--- src/rtl/serial_adder_ctrl.sv ---
// Bit-serial add sequencer: one full-adder cell reused over WIDTH cycles, LSB first.
// Optional subtract mode (port sub) is built when SERIAL_SUB_EN is defined.
module serial_adder_ctrl #(
  parameter int unsigned WIDTH = 8
) (
  input  logic             clk,
  input  logic             rst,
  input  logic             start,
  input  logic [WIDTH-1:0] add1,
  input  logic [WIDTH-1:0] add2,
  input  logic             cin,
`ifdef SERIAL_SUB_EN
  input  logic             sub,
`endif
  output logic             busy,
  output logic             done,
  output logic [WIDTH-1:0] sum,
  output logic             cout
);

  localparam int unsigned CNTW = $clog2(WIDTH) + 1;

  typedef enum logic [1:0] {
    IDLE = 2'd0,
    RUN  = 2'd1,
    DONE = 2'd2
  } state_t;

  state_t           state;
  logic [WIDTH-1:0] a_sr;
  logic [WIDTH-1:0] b_sr;
  logic [WIDTH-2:0] psum;
  logic             carry_ff;
  logic [CNTW-1:0]  cnt;

  logic             s_bit;
  logic             c_next;
  logic [WIDTH-1:0] psum_next;
  logic [WIDTH-1:0] b_load;
  logic             c_load;

  // Shared full-adder cell and the partial sum including the bit being produced now
  assign s_bit     = a_sr[0] ^ b_sr[0] ^ carry_ff;
  assign c_next    = (a_sr[0] & b_sr[0]) | (carry_ff & (a_sr[0] ^ b_sr[0]));
  assign psum_next = {s_bit, psum};

`ifdef SERIAL_SUB_EN
  // Subtract as A + ~B + 1
  assign b_load = sub ? ~add2 : add2;
  assign c_load = sub ? 1'b1 : cin;
`else
  assign b_load = add2;
  assign c_load = cin;
`endif

  always_ff @(posedge clk) begin
    if (rst) begin
      state    <= IDLE;
      busy     <= 1'b0;
      done     <= 1'b0;
      sum      <= '0;
      cout     <= 1'b0;
      a_sr     <= '0;
      b_sr     <= '0;
      psum     <= '0;
      carry_ff <= 1'b0;
      cnt      <= '0;
    end else begin
      case (state)
        IDLE: begin
          done <= 1'b0;
          if (start) begin
            a_sr     <= add1;
            b_sr     <= b_load;
            carry_ff <= c_load;
            cnt      <= '0;
            busy     <= 1'b1;
            state    <= RUN;
          end
        end
        RUN: begin
          a_sr     <= a_sr >> 1;
          b_sr     <= b_sr >> 1;
          psum     <= psum_next[WIDTH-1:1];
          carry_ff <= c_next;
          cnt      <= cnt + CNTW'(1);
          // MSB edge: publish the result
          if (cnt == CNTW'(WIDTH - 1)) begin
            sum   <= psum_next;
            cout  <= c_next;
            busy  <= 1'b0;
            done  <= 1'b1;
            state <= DONE;
          end
        end
        DONE: begin
          done  <= 1'b0;
          state <= IDLE;
        end
        default: begin
          busy  <= 1'b0;
          done  <= 1'b0;
          state <= IDLE;
        end
      endcase
    end
  end

endmodule

--- config.mk ---
export PLATFORM = sky130hd
export DESIGN_NAME = serial_adder_ctrl
export DESIGN_NICKNAME = d
export VERILOG_FILES = /design/src/rtl/serial_adder_ctrl.sv
export SDC_FILE = /design/constraint.sdc
export NUM_CORES = 1
export LEC_CHECK = 0
export BUFFER_PORTS_ARGS = -buffer_cell sky130_fd_sc_hd__buf_2
export CORE_MARGIN = 2
export CORE_UTILIZATION = 54
export DETAILED_ROUTE_END_ITERATION = 8
export GPL_TIMING_DRIVEN = 0
export PLACE_DENSITY = 0.78
export SLEW_MARGIN = 10
export SYNTH_ARGS = -nofsm -noshare
export SYNTH_HDL_FRONTEND = slang
export SYNTH_SLANG_ARGS = --single-unit
--- constraint.sdc ---
create_clock -name clk -period 1.66 [get_ports clk]
set_input_delay 0.166 -clock clk [delete_from_list [all_inputs] [get_ports clk]]
set_output_delay 0.166 -clock clk [all_outputs]
set_load 0.02 [all_outputs]
# After elaboration in Yosys (flattened, before gate mapping)
# Index checks and enable logic that the tools add are counted.
# word_totals
regBits,41
inputBits,20
out_inout_bits,11
# classes
add_sub_neg,1
n_eq_ne,5
mux,14
n_bitwise,7
n_reduce_logical,7
# op_table
op,count
case mux 8 bit (2 select lines),2
two-way mux 8 bit,2
case mux 4 bit (2 select lines),1
AND reduction 2 bit,3
adder 4 x 1 -> 4 bit (second input constant),1
equality test 4 x 3 -> 1 bit (second input constant),1
two-way mux 2 bit,2
two-way mux 4 bit,1
!= test 2 bit (second input constant),2
case mux 2 bit (2 select lines),1
two-way mux 1 bit,3
case mux 1 bit (3 select lines),1
AND reduction 3 bit,1
AND 1 bit,2
equality test 2 x 1 -> 1 bit (second input constant),1
equality test 2 bit (second input constant),1
logical NOT 2 bit,1
NOT 1 bit,2
case mux 1 bit (2 select lines),1
nonzero test 2 bit,1
OR reduction 2 bit,1
bitwise XOR 1 bit,2
OR 1 bit,1

# Depth between registers and ports, before layout
# Gate-level depths: netlist of run 1.
# depth
depth_word,4
mapped_depth,5
depth_no_buf,4

# Worst setup path after synthesis of run 1
# OpenSTA, ideal clock, no wires.
# synth_path
path_type,register to register
start,register cnt[0]
end,register cout
setup_ns,0.059
arrival_time_ns,1.180
path_slack_ns,0.420
stages_incl_launch_ff,5
synth_period_minus_slack_ns,1.240
cell_sequence,dfxtp_1 > ha_1 > nand3b_1 > nor3_4 > a22o_1
# synth_via
elab_chain_len,2
# synth_lines
item,line_no,text
from (decl),34,logic [CNTW-1:0] cnt;
from (signal assigned),86,cnt <= cnt + CNTW'(1);
equality test 4 x 3 -> 1 bit,88,if (cnt == CNTW'(WIDTH - 1)) begin
AND reduction 2 bit (no line),--,
to (signal assigned),90,cout <= c_next;
to (decl),18,output logic cout
# No other way between the ends.
# A chain may end at the register's enable or synchronous reset.

# Final worst setup path of run 1
# layout_path
start,register cnt[0]
end,register sum[3]
# layout_via
elab_chain_len,2
# layout_lines
item,line_no,text
equality test 4 x 3 -> 1 bit,88,
AND reduction 2 bit (no line),--,
to (signal assigned),89,sum <= psum_next;
to (decl),17,"output logic [WIDTH-1:0] sum,"
# No other way between the ends.

==> impl_metrics.json, run 1 <==
{
  "io_pins": 31,
  "timing.critical_path.from": "cnt[0]",
  "syn_nets": 204,
  "layout_min_cycle_time_ps": 1520,
  "hold_path_class": "in2reg",
  "power_leakage_nw": 0.783,
  "syn_inst": 182,
  "grt_pass1_vias": 1526,
  "wirelength_um": 3880,
  "post_cts_buffers": 0,
  "start_kind": "flip-flop",
  "yosysUniqueCellTypes": 32,
  "worst_slew_pin_slew_ps": 465,
  "cts_max_path_buffers": 2,
  "most-common-layout-cells": "dfxtp_1 (41), buf_2 (34), nor2_1 (25)",
  "final_common_cell": "dfxtp_1",
  "crit_path_cell_trace": "ha_1, nand3b_1, nor3_4, a22o_1",
  "diodes": 0,
  "h-tree-depth": 2,
  "p_per_area_nw_per_um2": 918,
  "vias_per_cell": 5.96,
  "num_vias": 1503,
  "hpwlAfterDp_um": 2810,
  "cp-end-kind": "flip-flop",
  "clock_latency_ps": 360,
  "slowest_stage": "dfxtp_1",
  "hold_path.startpoint": "add2[7]",
  "cp_max_fo": 9,
  "status": "finished clean",
  "cts-root-buf": "clkbuf_4",
  "hold_viol": 0,
  "syn2layout_area_growth_pct": 14.1,
  "skew_ps": 8.50,
  "die_w_um": 59.8,
  "yosys_warnings": 0,
  "place_congestion": 0.767,
  "drv_cap": 0,
  "synthFlopType": "dfxtp_1",
  "die_y_um": 59.8,
  "area.sequential_um2": 821,
  "dieArea_um2": 3580,
  "ys_ff_latch": 41,
  "async_flop_share_pct": 0,
  "crit_required_ps": 1970,
  "avgRoutedWirePerCell_um": 15.4,
  "synth_edf_count": 0,
  "start_util_pct": 56.0,
  "portBuffers": 29,
  "drive_gt1_share_pct": 22.8,
  "rsz0062_at_grt": "false",
  "core_region_area_um2": 3000,
  "detailedRoute.firstPassIterationCount": 4,
  "overflow": 0,
  "cp.arrival_ps": 1830,
  "fillerInstances": 270,
  "timing.fmax_mhz": 658,
  "synth.cell_area_um2": 1680,
  "ant_nets": 0,
  "final-max-slew-violation-count": 0,
  "track_usage_pct": 24.7,
  "cts_tree": "yes",
  "clkSinkCount": 41,
  "critPathKind": "reg2reg",
  "cts_inserted_buffers": 5,
  "fin_util_pct": 64.0,
  "rows": 20,
  "grt_first_pass_wirelength_um": 6560,
  "grt_max_degree": 13,
  "synth.avg_cell_area_um2": 9.25,
  "ir_worst_vdd_uv": 659,
  "ys_seq_area_share_pct": 48.8,
  "antenna_found_initial": 0,
  "fin_nets": 240,
  "crit_path_max_incr_delay_ps": 410,
  "setup_viol": 0,
  "first_iter_violations": 51,
  "fin_tns_setup_ps": 0,
  "period_share_pct": 91.6,
  "cts_resized": 0,
  "route.detailed.drc": 0,
  "cts.clk_slew.worst_paths_ps": 120,
  "maxSlewHeadroom_pct": 69.0,
  "r2r_start": "cnt[0]",
  "ctsHoldBuffers": 0,
  "multiInputGateArea_um2": 773
}
==> area by class of cell <==
type	count	share of cell area, %
flip-flops and latches	41	42.7
clock inverters	2	0.521
repair buffers	29	7.56
multi-input cells	125	40.3
plain buffers	12	3.84
clock buffers	6	2.15
inverters	4	0.782
well taps	33	2.15
==> state kept, by name, indices dropped and copies added (netlist names) <==
register / count
a_sr: 8
b_sr: 8
sum: 8
psum: 7
cnt: 4
state: 2
busy: 1
carry_ff: 1
cout: 1
done: 1
==> final timing paths <==
check	to	slack, ps	depth (start not counted)
max	sum[3]	140	4
min	b_sr[7]	100	3
max reg2reg	sum[3]	140	4
min reg2reg	psum[0]	470	2
==> critical path, delay by kind of cell (launching register included) <==
kind | cells | cell delay [ps]
and+or+nand+nor | 2 | 620
AOI/OAI and AO/OA | 1 | 220
DFF | 1 | 410
adders and majority gates | 1 | 230
==> cells in the mapped netlist (3+ instances only) <==
cell / count / area, µm²
inv_1: 4 / 15.0
clkbuf_1: 4 / 15.0
buf_6: 3 / 33.8
a211oi_1: 17 / 128
nand3_1: 4 / 20.0
nor2b_1: 4 / 25.0
dfxtp_1: 41 / 821
buf_2: 5 / 25.0
a21oi_1: 12 / 60.1
nand2_1: 18 / 67.6
o21ai_0: 3 / 15.0
o22ai_1: 9 / 56.3
nor2_1: 25 / 93.8
o2bb2ai_1: 8 / 70.1
a22o_1: 8 / 70.1
==> where the power goes <==
group | leakage, nW | switching, mW | internal (mW)
logic | 0.415 | 0.128 | 0.0961
clock network | 0.0320 | 0.318 | 0.161
registers | 0.335 | 0.0297 | 1.03
total | 0.783 | 0.476 | 1.29
==> per-stage QoR <==
stage | area (µm²) | std cells | hold slack, ps | setup slack (ps) | power, mW
3_5_place_dp | 1870 | 244 | 455 | 161 | 1.30
3_3_place_gp | 1870 | 244 | 447 | 233 | 1.29
2_1_floorplan | 1680 | 182 | 350 | 420 | 1.23
4_1_cts | 1920 | 252 | 97.0 | 135 | 1.77
6_report | 1920 | 252 | 104 | 139 | 1.76
5_1_grt | 1920 | 252 | 101 | 28.2 | 1.85
==> cell families (layout without fill, tap and decap cells) <==
kind of cell | count (synthesis) | count (layout) | share of synthesized area, %
AND/OR/NAND/NOR | 60 | 60 | 17.0
flip-flops | 41 | 41 | 48.8
AO/OA/AOI/OAI | 63 | 63 | 27.0
buffers and inverters | 16 | 53 | 5.28
adder cells (fa/ha/maj) | 2 | 2 | 1.93
==> metal layers <==
layer	GRT usage (%)	share of wire, %	vias to the layer above
met4	9.21	1.3	0
met3	7.36	5.1	7
met2	44.7	52	37
met5	0	0	-
li1	-	-	734
met1	26.8	42	725
Power figures use the tool's default switching activity.
==> inputs of run 2 (changes only) <==
Settings changed: MAX_ROUTING_LAYER from default to met4, RECOVER_POWER from default to 100.
==> run 2 against run 1 <==
Clock power about the same. Hold slack worse by 0.84 ps. Final area down 1.5%. Non-clock buffer count unchanged. Largest cell class unchanged. Highest routed layer unchanged. Die area unchanged. Sequential share of layout area up 0.65 points. Maximum frequency up 0.16%. Flip-flop and latch count unchanged.
==> impl_metrics.json, run 2 (synthesis gave the netlist of run 1 again) <==
{
  "clock_latency_ps": 360,
  "syn2layout_area_growth_pct": 12.4,
  "hold_viol": 0,
  "fin_util_pct": 63.0,
  "grt.busiest_layer": "met2",
  "grt_first_pass_wirelength_um": 6580,
  "overflow": 0,
  "period_share_pct": 91.5,
  "portBuffers": 29,
  "h-tree-depth": 2,
  "route.detailed.drc": 0,
  "cts_max_path_buffers": 2,
  "fin_tns_setup_ps": 0,
  "worst_slew_pin_slew_ps": 461,
  "crit_family": "simple AND/OR/NAND/NOR gates",
  "hold_path_class": "in2reg",
  "skew_ps": 11.7,
  "crit_path_cell_trace": "ha_1, nand3b_1, nor3_4, a22o_1",
  "final-max-slew-violation-count": 0,
  "clkSinkCount": 41,
  "final_common_cell": "dfxtp_1",
  "num_vias": 1501,
  "cts_inserted_buffers": 5,
  "layout_min_cycle_time_ps": 1520,
  "drive_gt1_share_pct": 16.9,
  "die_y_um": 59.8,
  "rows": 20,
  "most-common-layout-cells": "dfxtp_1 (41), nor2_1 (25), buf_2 (22)",
  "p_per_area_nw_per_um2": 929,
  "worstPathBufferInverterCount": 0,
  "start_kind": "flip-flop",
  "rsz0062_at_grt": "false",
  "drv_cap": 0,
  "ant_nets": 0,
  "rrSetupSlack_ps": 140,
  "setup_ws_ps": 142,
  "die_w_um": 59.8,
  "met3_usage_pct": 7.36,
  "cts_tree": "yes",
  "met1_usage_pct": 27.0,
  "cts_resized": 0,
  "ir_worst_vdd_uv": 664,
  "ctsHoldBuffers": 0,
  "power_leakage_nw": 0.729,
  "hpwlAfterDp_um": 2810,
  "dieArea_um2": 3580,
  "slowest_stage": "dfxtp_1",
  "cts.clk_slew.worst_paths_ps": 120,
  "top_regs": "a_sr: 8 flops, b_sr: 8 flops, sum: 8 flops",
  "start_util_pct": 56.0,
  "status": "finished clean",
  "io_pins": 31,
  "track_usage_pct": 25.5,
  "grt_max_degree": 13,
  "first_iter_violations": 60,
  "use_met2_pct": 44.7,
  "crit_required_ps": 1970,
  "cp-end-kind": "flip-flop",
  "fillerInstances": 280,
  "grt_pass1_vias": 1525,
  "cp.arrival_ps": 1830,
  "wirelength_um": 3860,
  "cts-root-buf": "clkbuf_4",
  "post_cts_buffers": 0,
  "maxSlewHeadroom_pct": 69.3,
  "antenna_found_initial": 0,
  "timing.fmax_mhz": 659,
  "crit_path_max_incr_delay_ps": 410,
  "place_congestion": 0.777,
  "fin_nets": 240,
  "final_cells": 252,
  "avgRoutedWirePerCell_um": 15.3,
  "setup_viol": 0,
  "dp.cells": 244,
  "pre_cts_ws_ps": 161,
  "cp_max_fo": 9,
  "detailedRoute.firstPassIterationCount": 4,
  "critPathKind": "reg2reg",
  "vias_per_cell": 5.96,
  "diodes": 0,
  "core_region_area_um2": 3000
}
==> run 2: cell type report <==
| cell class | count | area, µm² | area share [%] |
|---|---|---|---|
| plain buffers | 12 | 66.3 | 3.51 |
| clock buffers | 6 | 41.3 | 2.18 |
| clock inverters | 2 | 10.0 | 0.529 |
| inverters | 4 | 15.0 | 0.794 |
| multi-input cells | 125 | 766 | 40.5 |
| flip-flops and latches | 41 | 821 | 43.4 |
| well taps | 33 | 41.3 | 2.18 |
| repair buffers | 29 | 131 | 6.94 |
==> run 2: where the power goes <==
| part | internal (mW) | leakage (nW) | total, mW | switching [mW] |
|---|---|---|---|---|
| clock | 0.161 | 0.0320 | 0.479 | 0.317 |
| combinational | 0.0918 | 0.361 | 0.218 | 0.126 |
| sequential | 1.03 | 0.335 | 1.06 | 0.0299 |
| total | 1.28 | 0.729 | 1.76 | 0.474 |
==> run 2: metrics by stage <==
stage / hold WS [ps] / total power [mW] / cell area, µm²
2_1_floorplan: 350 / 1.23 / 1680
3_3_place_gp: 447 / 1.29 / 1870
3_5_place_dp: 455 / 1.30 / 1870
4_1_cts: 97.0 / 1.77 / 1920
5_1_grt: 101 / 1.84 / 1890
6_report: 104 / 1.76 / 1890
==> run 2: final timing paths <==
check | startpoint | end | depth (start not counted)
max | cnt[0] | sum[1] | 4
min | rst | carry_ff | 2
max reg2reg | cnt[0] | sum[1] | 4
min reg2reg | psum[0] | psum[0] | 2
==> run 2: layer usage <==
layer  wire [µm]  vias to the layer above
li1            -                      732
met1        1610                      719
met2        2000                       41
met3         187                        9
met4          60                        0
met5           0                        -
